--- src/rtl/guess_game_pkg.sv ---
`default_nettype none
// ============================================================================
// Module      : guess_game_pkg
// Description : State encodings, hint codes and LFSR tap table for the engine.
// Revision    : 1.0 - initial release
// ============================================================================
package guess_game_pkg;

    typedef logic [2:0] state_t;

    localparam state_t ST_IDLE = 3'd0;
    localparam state_t ST_ARM  = 3'd1;
    localparam state_t ST_PLAY = 3'd2;
    localparam state_t ST_WIN  = 3'd3;
    localparam state_t ST_LOSE = 3'd4;

    localparam logic [1:0] HINT_REJECT  = 2'b00;
    localparam logic [1:0] HINT_UP      = 2'b01;
    localparam logic [1:0] HINT_DOWN    = 2'b10;
    localparam logic [1:0] HINT_CORRECT = 2'b11;

    // Feedback taps (bit i set = stage i+1) of maximal-length polynomials.
    // Wider widths fall back to the top two stages, which still never lock at zero.
    function automatic logic [31:0] lfsr_taps(input int unsigned width);
        logic [31:0] taps;
        case (width)
            32'd2:   taps = 32'h0000_0003;
            32'd3:   taps = 32'h0000_0006;
            32'd4:   taps = 32'h0000_000C;
            32'd5:   taps = 32'h0000_0014;
            32'd6:   taps = 32'h0000_0030;
            32'd7:   taps = 32'h0000_0060;
            32'd8:   taps = 32'h0000_00B8;
            32'd9:   taps = 32'h0000_0110;
            32'd10:  taps = 32'h0000_0240;
            32'd11:  taps = 32'h0000_0500;
            32'd12:  taps = 32'h0000_0829;
            32'd13:  taps = 32'h0000_100D;
            32'd14:  taps = 32'h0000_2015;
            32'd15:  taps = 32'h0000_6000;
            32'd16:  taps = 32'h0000_D008;
            default: taps = (width >= 32'd2) ? (32'h0000_0003 << (width - 32'd2)) : 32'h0000_0001;
        endcase
        return taps;
    endfunction

endpackage
`default_nettype wire

--- src/rtl/guess_game_engine_if.sv ---
`default_nettype none
// ============================================================================
// Module      : guess_game_engine_if
// Description : Player-side control and result bus of the guessing engine.
// Revision    : 1.0 - initial release
// ============================================================================
interface guess_game_engine_if #(
    parameter int WIDTH     = 7,
    parameter int MAX_TRIES = 8
);
    localparam int TRIES_W = $clog2(MAX_TRIES + 1);

    logic               start;
    logic               guess_trigger;
    logic [WIDTH-1:0]   user_number;
    logic [1:0]         hint;
    logic               hint_valid;
    logic [TRIES_W-1:0] tries_left;
    logic               game_over;
    logic               win;
    logic [WIDTH-1:0]   actual_number;
    logic [2:0]         game_status;

    modport master (
        output start, guess_trigger, user_number,
        input  hint, hint_valid, tries_left, game_over, win, actual_number, game_status
    );

    modport slave (
        input  start, guess_trigger, user_number,
        output hint, hint_valid, tries_left, game_over, win, actual_number, game_status
    );
endinterface
`default_nettype wire

--- src/rtl/guess_lfsr.sv ---
`default_nettype none
// ============================================================================
// Module      : guess_lfsr
// Description : Free-running maximal-length Fibonacci LFSR used as target source.
// Revision    : 1.0 - initial release
// ============================================================================
module guess_lfsr
    import guess_game_pkg::*;
#(
    parameter int               WIDTH = 7,
    parameter logic [WIDTH-1:0] SEED  = WIDTH'(1)
) (
    input  logic             clk,
    input  logic             reset,
    output logic [WIDTH-1:0] value
);

    logic [WIDTH-1:0] r_lfsr;

    generate
        if (WIDTH == 1) begin : g_single
            // A one-bit register has a single nonzero state, so it simply holds SEED.
            always_ff @(posedge clk) begin
                if (reset) r_lfsr <= SEED;
                else       r_lfsr <= r_lfsr;
            end
        end else begin : g_shift
            localparam logic [WIDTH-1:0] c_taps = WIDTH'(lfsr_taps(WIDTH));
            logic w_feedback;

            assign w_feedback = ^(r_lfsr & c_taps);

            always_ff @(posedge clk) begin
                if (reset) r_lfsr <= SEED;
                else       r_lfsr <= {r_lfsr[WIDTH-2:0], w_feedback};
            end
        end
    endgenerate

    assign value = r_lfsr;

endmodule
`default_nettype wire

--- src/rtl/guess_game_engine.sv ---
`default_nettype none
// ============================================================================
// Module      : guess_game_engine
// Description : Number-guessing round controller; optional bound tracking is
//               enabled with the GUESS_RANGE_NARROW_EN macro.
// Revision    : 1.0 - initial release
// ============================================================================
module guess_game_engine
    import guess_game_pkg::*;
#(
    parameter int               WIDTH     = 7,
    parameter int               MAX_TRIES = 8,
    parameter logic [WIDTH-1:0] SEED      = WIDTH'(1)
) (
    input  logic               clk,
    input  logic               reset,
    guess_game_engine_if.slave bus
);

    localparam int                 TRIES_W     = $clog2(MAX_TRIES + 1);
    localparam logic [TRIES_W-1:0] c_max_tries = TRIES_W'(MAX_TRIES);
    localparam logic [TRIES_W-1:0] c_one_try   = TRIES_W'(1);

    state_t             r_state;
    state_t             w_next_state;
    logic [WIDTH-1:0]   w_lfsr;
    logic [WIDTH-1:0]   r_target;
    logic [1:0]         r_hint;
    logic               r_hint_valid;
    logic [TRIES_W-1:0] r_tries;
    logic               w_guess_fire;
    logic               w_in_range;
    logic               w_correct;
    logic               w_target_above;
    logic               w_last_try;
    logic               w_game_over;
    logic               w_win;

    guess_lfsr #(
        .WIDTH (WIDTH),
        .SEED  (SEED)
    ) u_lfsr (
        .clk   (clk),
        .reset (reset),
        .value (w_lfsr)
    );

    // start pre-empts any guess presented in the same cycle
    assign w_guess_fire   = bus.guess_trigger && !bus.start && (r_state == ST_PLAY);
    assign w_correct      = (bus.user_number == r_target);
    assign w_target_above = (bus.user_number < r_target);
    assign w_last_try     = (r_tries == c_one_try);

`ifdef GUESS_RANGE_NARROW_EN
    localparam logic [WIDTH-1:0] c_lo_init = WIDTH'(1);
    localparam logic [WIDTH-1:0] c_hi_init = '1;
    logic [WIDTH-1:0] r_lo;
    logic [WIDTH-1:0] r_hi;

    assign w_in_range = (bus.user_number >= r_lo) && (bus.user_number <= r_hi);
`else
    assign w_in_range = 1'b1;
`endif

    always_ff @(posedge clk) begin
        if (reset) r_state <= ST_IDLE;
        else       r_state <= w_next_state;
    end

    always_comb begin
        w_next_state = r_state;
        if (bus.start) begin
            w_next_state = ST_ARM;
        end else begin
            case (r_state)
                ST_IDLE: w_next_state = ST_IDLE;
                ST_ARM:  w_next_state = ST_PLAY;
                ST_PLAY: begin
                    if (w_guess_fire && w_in_range) begin
                        if (w_correct)       w_next_state = ST_WIN;
                        else if (w_last_try) w_next_state = ST_LOSE;
                    end
                end
                ST_WIN:  w_next_state = ST_WIN;
                ST_LOSE: w_next_state = ST_LOSE;
                default: w_next_state = ST_IDLE;
            endcase
        end
    end

    always_comb begin
        w_game_over = 1'b0;
        w_win       = 1'b0;
        case (r_state)
            ST_WIN:  begin w_game_over = 1'b1; w_win = 1'b1; end
            ST_LOSE: w_game_over = 1'b1;
            default: ;
        endcase
    end

    always_ff @(posedge clk) begin
        if (reset) begin
            r_target     <= '0;
            r_hint       <= HINT_REJECT;
            r_hint_valid <= 1'b0;
            r_tries      <= '0;
`ifdef GUESS_RANGE_NARROW_EN
            r_lo         <= c_lo_init;
            r_hi         <= c_hi_init;
`endif
        end else begin
            r_hint_valid <= 1'b0;
            if (r_state == ST_ARM) begin
                r_target <= w_lfsr;
                r_tries  <= c_max_tries;
`ifdef GUESS_RANGE_NARROW_EN
                r_lo     <= c_lo_init;
                r_hi     <= c_hi_init;
`endif
            end
            if (w_guess_fire) begin
                r_hint_valid <= 1'b1;
                if (!w_in_range) begin
                    r_hint <= HINT_REJECT;
                end else begin
                    r_tries <= r_tries - c_one_try;
                    if (w_correct) begin
                        r_hint <= HINT_CORRECT;
                    end else if (w_target_above) begin
                        r_hint <= HINT_UP;
`ifdef GUESS_RANGE_NARROW_EN
                        r_lo   <= bus.user_number + WIDTH'(1);
`endif
                    end else begin
                        r_hint <= HINT_DOWN;
`ifdef GUESS_RANGE_NARROW_EN
                        r_hi   <= bus.user_number - WIDTH'(1);
`endif
                    end
                end
            end
        end
    end

    // A hint landing in a reset cycle belongs to an aborted round and is never reported.
    assign bus.hint_valid    = r_hint_valid & ~reset;
    assign bus.hint          = r_hint;
    assign bus.tries_left    = r_tries;
    assign bus.game_over     = w_game_over;
    assign bus.win           = w_win;
    assign bus.actual_number = r_target;
    assign bus.game_status   = r_state;

endmodule
`default_nettype wire

--- src/flat_wrapper.sv ---
// flat-port wrapper written by rule: the top's interface ports become plain ports
module guess_game_engine_flat import guess_game_pkg::*;
#(
    parameter int               WIDTH     = 7,
    parameter int               MAX_TRIES = 8,
    parameter logic [WIDTH-1:0] SEED      = WIDTH'(1)
)
  (clk, reset, bus_start, bus_guess_trigger, bus_user_number, bus_hint, bus_hint_valid, bus_tries_left, bus_game_over, bus_win, bus_actual_number, bus_game_status);
  guess_game_engine_if #(.WIDTH(WIDTH), .MAX_TRIES(MAX_TRIES)) bus_i ();
  input  logic clk;
  input  logic reset;
  input wire logic [$bits(bus_i.start)-1:0] bus_start;
  input wire logic [$bits(bus_i.guess_trigger)-1:0] bus_guess_trigger;
  input wire logic [$bits(bus_i.user_number)-1:0] bus_user_number;
  output wire logic [$bits(bus_i.hint)-1:0] bus_hint;
  output wire logic [$bits(bus_i.hint_valid)-1:0] bus_hint_valid;
  output wire logic [$bits(bus_i.tries_left)-1:0] bus_tries_left;
  output wire logic [$bits(bus_i.game_over)-1:0] bus_game_over;
  output wire logic [$bits(bus_i.win)-1:0] bus_win;
  output wire logic [$bits(bus_i.actual_number)-1:0] bus_actual_number;
  output wire logic [$bits(bus_i.game_status)-1:0] bus_game_status;
  assign bus_i.start = bus_start;
  assign bus_i.guess_trigger = bus_guess_trigger;
  assign bus_i.user_number = bus_user_number;
  assign bus_hint = bus_i.hint;
  assign bus_hint_valid = bus_i.hint_valid;
  assign bus_tries_left = bus_i.tries_left;
  assign bus_game_over = bus_i.game_over;
  assign bus_win = bus_i.win;
  assign bus_actual_number = bus_i.actual_number;
  assign bus_game_status = bus_i.game_status;
  guess_game_engine #(.WIDTH(WIDTH), .MAX_TRIES(MAX_TRIES), .SEED(SEED)) u_core (.clk(clk), .reset(reset), .bus(bus_i));
endmodule
--- config.mk ---
export PLATFORM = sky130hd
export DESIGN_NAME = guess_game_engine_flat
export DESIGN_NICKNAME = d
export VERILOG_FILES = /design/src/rtl/guess_game_pkg.sv /design/src/rtl/guess_game_engine_if.sv /design/src/rtl/guess_lfsr.sv /design/src/rtl/guess_game_engine.sv /design/src/flat_wrapper.sv
export SDC_FILE = /design/constraint.sdc
export NUM_CORES = 1
export LEC_CHECK = 0
export CAP_MARGIN = 15
export CORE_MARGIN = 2
export CORE_UTILIZATION = 51
export CTS_CLUSTER_SIZE = 10
export DETAILED_ROUTE_END_ITERATION = 12
export HOLD_SLACK_MARGIN = 0.02
export PLACE_DENSITY = 0.83
export SLEW_MARGIN = 20
export SYNTH_ARGS = -nofsm -noshare
export SYNTH_HDL_FRONTEND = slang
export SYNTH_SLANG_ARGS = --single-unit
--- constraint.sdc ---
create_clock -name clk -period 3.2 [get_ports clk]
set_clock_uncertainty 0.2 [all_clocks]
set_input_delay 0.48 -clock clk [delete_from_list [all_inputs] [get_ports clk]]
set_output_delay 0.48 -clock clk [all_outputs]
set_load 0.02 [all_outputs]
After elaboration in Yosys (flattened, before gate mapping). Index checks and enable logic that the tools add are counted.

Register bits: 24. Bits of input ports: 11. Output and inout port bits: 19. Word-level logic and storage cells: 42.

Add/sub/neg operators: 1. Magnitude comparators: 1. Equality and inequality tests: 10. Multiplexer cells: 12. Bitwise operators: 2. Reduce and logical (&&, ||, !) cells: 9.

Operator list (count): one-hot mux 3 bit (4 select lines) (1); two-way mux 3 bit (3); two-way mux 4 bit (2); == test 7 bit (1); < comparator 7 bit (1); parity 7 bit (1); == test 3 x 2 -> 1 bit (second input constant) (2); == test 4 x 1 -> 1 bit (second input constant) (1); two-way mux 1 bit (4); two-way mux 2 bit (2); != test 4 x 2 -> 1 bit (second input constant) (1); AND reduction 2 bit (2); OR reduction 2 bit (2); subtractor 4 x 1 -> 4 bit (second input constant) (1); == test 3 x 1 -> 1 bit (second input constant) (1); == test 3 bit (second input constant) (1); != test 3 x 1 -> 1 bit (second input constant) (1); != test 3 x 2 -> 1 bit (second input constant) (1); logical AND 1 bit (2); != test 2 x 1 -> 1 bit (second input constant) (1); nonzero test 2 bit (1); AND 1 bit (1); zero test 1 bit (1); NOT 1 bit (1).

Longest topological paths before layout.
Depth after elaboration: 6. Depth in mapped cells: 6. Depth with buffers taken out: 6.

Cells and area by module. Synthesis repeated with hierarchy kept, for this count alone.

Cells, all modules: 127. Area, all modules: 1126.1 um^2.

Modules (own cells, without submodules): guess_game_engine (instances 1, cells an instance 112, area each 933.4 um^2, seq. area each 340.3 um^2); guess_lfsr (instances 1, cells an instance 15, area each 192.7 um^2, seq. area each 140.1 um^2).

Worst setup path before layout. OpenSTA, ideal clock, no wires.

Path type: flip-flop to output port. Start point: register u_core.r_state[1] (netlist: u_core.bus.game_status[1]). End point: output port bus_game_over. Arrival: 1.237 ns. Data required time: 2.520 ns. Slack: 1.283 ns. Stages on the path, launching flop included: 4. Buffers on the path: 0. Cells stage by stage: dfxtp_1 nor2b_1 and2_1 o21bai_1.

Cells in the longest elaborated chain, start to end: 3. Elaborated cells between the ends (all ways): 4. Those cells by class: eq/ne: 2; mux: 1; reduce/logical: 1.

RTL lines: start: declaration (line guess_game_engine.sv:24) `state_t r_state;`; start signal: assignment (line guess_game_engine.sv:67) `else r_state <= w_next_state;`; == test 3 bit / == test 3 x 2 -> 1 bit (equally long branches) (line guess_game_engine.sv:94) `case (r_state)`; OR reduction 2 bit (no line) (*); two-way mux 1 bit (*) (line guess_game_engine.sv:94); end: declaration (line flat_wrapper.sv:18) `output wire logic [$bits(bus_i.game_over)-1:0] bus_game_over;`.

Every way passes the cells marked *; elsewhere a longest branch is shown, timed or not.

Worst setup path in the final report. Same ends and word-level chain as after synthesis.

==> impl_metrics.py <==
metrics = {
    "yosys": {
        "ys_async_sr_fraction": 0,
        "synth-simple-area-share": 0.218,
        "synth.distinct_cells": 35,
        "synth_top_family_by_area": "simple AND/OR/NAND/NOR gates",
        "synth-compound-area-share": 0.161,
        "ys_warn_count": 0,
        "yosysSeqAreaShare": 0.423,
        "synth-seq-cells": 24,
        "synth_fa_ha_area_frac": 0.0992,
        "syn_area_sq_um": 1130,
        "synthMuxAreaShare": 0.0187,
        "syn_area_per_cell_sq_um": 9.15,
        "synth_nets": 144,
        "syn_inst": 124,
        "ys.flop_type": "dfxtp_1",
        "synth_edf_count": 0,
        "synthXorXnorAreaFrac": 0.0154,
    },
    "power": {
        "power_density_nw_per_um2": 367,
        "finalPower_w": 0.000546,
        "leakage_nw": 0.555,
        "ir_drop_mv": 0.251,
    },
    "sta": {
        "setup_slack_ps": 621,
        "grt_setup_unrepaired": "false",
        "fin_setup_tns_ps": 0,
        "timing.final.crit_share": 0.806,
        "hold_viol": 0,
        "finalSetupViolCount": 0,
        "fmax_mhz": 388,
        "tightest_slew_ps": 394,
        "maxSlewHeadroom": 0.730,
        "fin_crit_ps": 2580,
        "maxSlewViolCount": 0,
    },
    "cts": {
        "clkTransAtPathRegs_ps": 130,
        "cts_root_buffer": "clkbuf_4",
        "clkLatencyLatePin_ps": 310,
        "clk_path_buf_depth": 2,
        "cts_tree": "built",
        "postCtsSetupBuffers": 0,
        "cts_hold_buffers": 0,
        "cts_resized": 0,
        "cts_made_buffers": 3,
        "cts.sinks": 24,
        "cts_max_level": 1,
    },
    "worst_setup_path": {
        "worstPathArrival_ps": 1900,
        "r2r_slack_ps": 1240,
        "crit_path_end_kind": "primary output",
        "crit_type": "reg2out",
        "rr_worst_depth": 4,
        "cp_max_fo": 6,
        "reg2reg_from": "u_core.bus.game_status[2]",
        "r2r_end": "u_core.bus.tries_left[3]",
        "required_ps": 2520,
        "startpoint_type": "flip-flop",
    },
    "floorplan": {
        "die_h_um": 51.2,
        "initial_core_util": 0.528,
        "fp.dieArea_sq_um": 2620,
        "die_w_um": 51.2,
        "row_count": 17,
        "core_sq_um": 2150,
        "io_pins": 30,
    },
    "hold_path": {
        "hp-start": "u_core.u_lfsr.value[4]",
        "min_path_cells": 1,
        "min_to": "u_core.u_lfsr.value[5]",
        "hold_path_class": "reg2reg",
    },
    "global_route": {
        "grt_pass1_vias": 993,
        "antenna_found_initial": 0,
        "grt_max_degree": 25,
        "globalRoute.totalOverflow": 0,
        "grt_usage": 0.215,
        "grt_pass1_wl_mm": 4.29,
    },
    "cells_and_area": {
        "final_common_cell": "clkdlybuf4s50_1",
        "diodes": 0,
        "drive_above_1_share": 0.0645,
        "layout_common_cells": "clkdlybuf4s50_1, dfxtp_1, nor2_1",
        "fin_nets": 176,
        "syn2layout_area_growth_pct": 31.1,
        "fill_cells": 175,
    },
    "route": {
        "firstDrtPassIters": 4,
        "drt_wl_total_mm": 2.42,
        "num_vias": 961,
        "drtAntennaViolNets": 0,
        "drc": 0,
        "routed_via_density": 5.25,
        "wl_per_cell_um": 13.2,
        "drt_iter0_drc": 11,
    },
    "outcome": {
        "status": "completed",
    },
    "placement": {
        "hpwl_mm": 1.74,
        "gp_congestion": 0.835,
        "post-place-ws_ps": 642,
        "numPortBuffers": 29,
    },
    "run": {
        "max_cap_violations": 0,
    },
}
## worst max-delay path, cell delays in order, from the launching register on
cell             delay (ps)
dfxtp_1                 460
nor2b_1                 240
and2_1                  170
o21bai_1                100
clkdlybuf4s50_1         620
## layer usage
| metal | track usage | vias up | part of all wire |
|---|---|---|---|
| met3 | 0.0409 | 4 | 0.027 |
| met4 | 0.0811 | 0 | 0.012 |
| met1 | 0.285 | 448 | 0.47 |
| li1 | - | 490 | - |
| met2 | 0.346 | 19 | 0.49 |
| met5 | 0 | - | 0 |
## synth_stat cells, types with 2 or more instances
cell type,instances,area share
dfxtp_1,24,0.42
nor2_1,17,0.056
inv_1,13,0.043
a21oi_1,12,0.053
ha_1,9,0.099
nor2b_1,9,0.050
a211oi_1,3,0.020
nand4_1,3,0.017
o21a_1,3,0.020
and2_1,2,0.011
clkbuf_1,2,0.0066
nand3_1,2,0.0088
nor3_1,2,0.0088
o211ai_1,2,0.013
## final cells by class
type,instances,area [sq um],share of cell area
tap,28,35.0,0.0235
inverter,13,48.8,0.0328
multi-input combinational,83,582,0.391
timing repair buffer,31,305,0.205
clock buffer,4,36.3,0.0244
sequential,24,480,0.323
## where the power goes
part / leakage, nW / total (W) / switching (W) / internal, W
registers: 0.195 / 0.000312 / 0.00000619 / 0.000306
clock network: 0.0210 / 0.000159 / 0.0000892 / 0.0000695
logic: 0.339 / 0.0000746 / 0.0000370 / 0.0000376
total: 0.555 / 0.000546 / 0.000132 / 0.000413
## cell families (layout without fill, tap and decap cells)
group,count (synthesis),count (layout)
simple gates,42,42
compound gates,28,28
flops,24,24
buf+inv,17,48
fa+ha+maj,9,9
xor+xnor,2,2
mux,2,2
## how the worst max path moves through the flow
stage / slack, ps / cells after the start / to / startpoint
after detailed placement: 640 / 5 / u_core.bus.tries_left[3] / bus_start
after CTS: 620 / 4 / bus_game_over / u_core.bus.game_status[1]
after global placement: 710 / 5 / u_core.bus.tries_left[3] / bus_start
final: 620 / 4 / bus_game_over / u_core.bus.game_status[1]
after floorplan: 1280 / 3 / bus_game_over / u_core.bus.game_status[1]
after global routing: 510 / 4 / bus_game_over / u_core.bus.game_status[1]
## state kept, by name, indices dropped and copies added, names as in the netlist
register,cells
u_core.bus.actual_number,7
u_core.bus.tries_left,4
u_core.bus.game_status,3
u_core.bus.hint,2
u_core.u_lfsr.value,7
u_core.r_hint_valid,1
## metrics by stage
stage	util	hold WS [ps]	instance area, sq um	std cells
floorplan	-	238	1130	124
global placement	0.676	248	1450	179
detailed placement	0.676	260	1450	179
CTS	0.692	278	1490	183
global route	0.692	289	1490	183
finish	0.692	276	1490	183
Power figures use the tool's default switching activity.
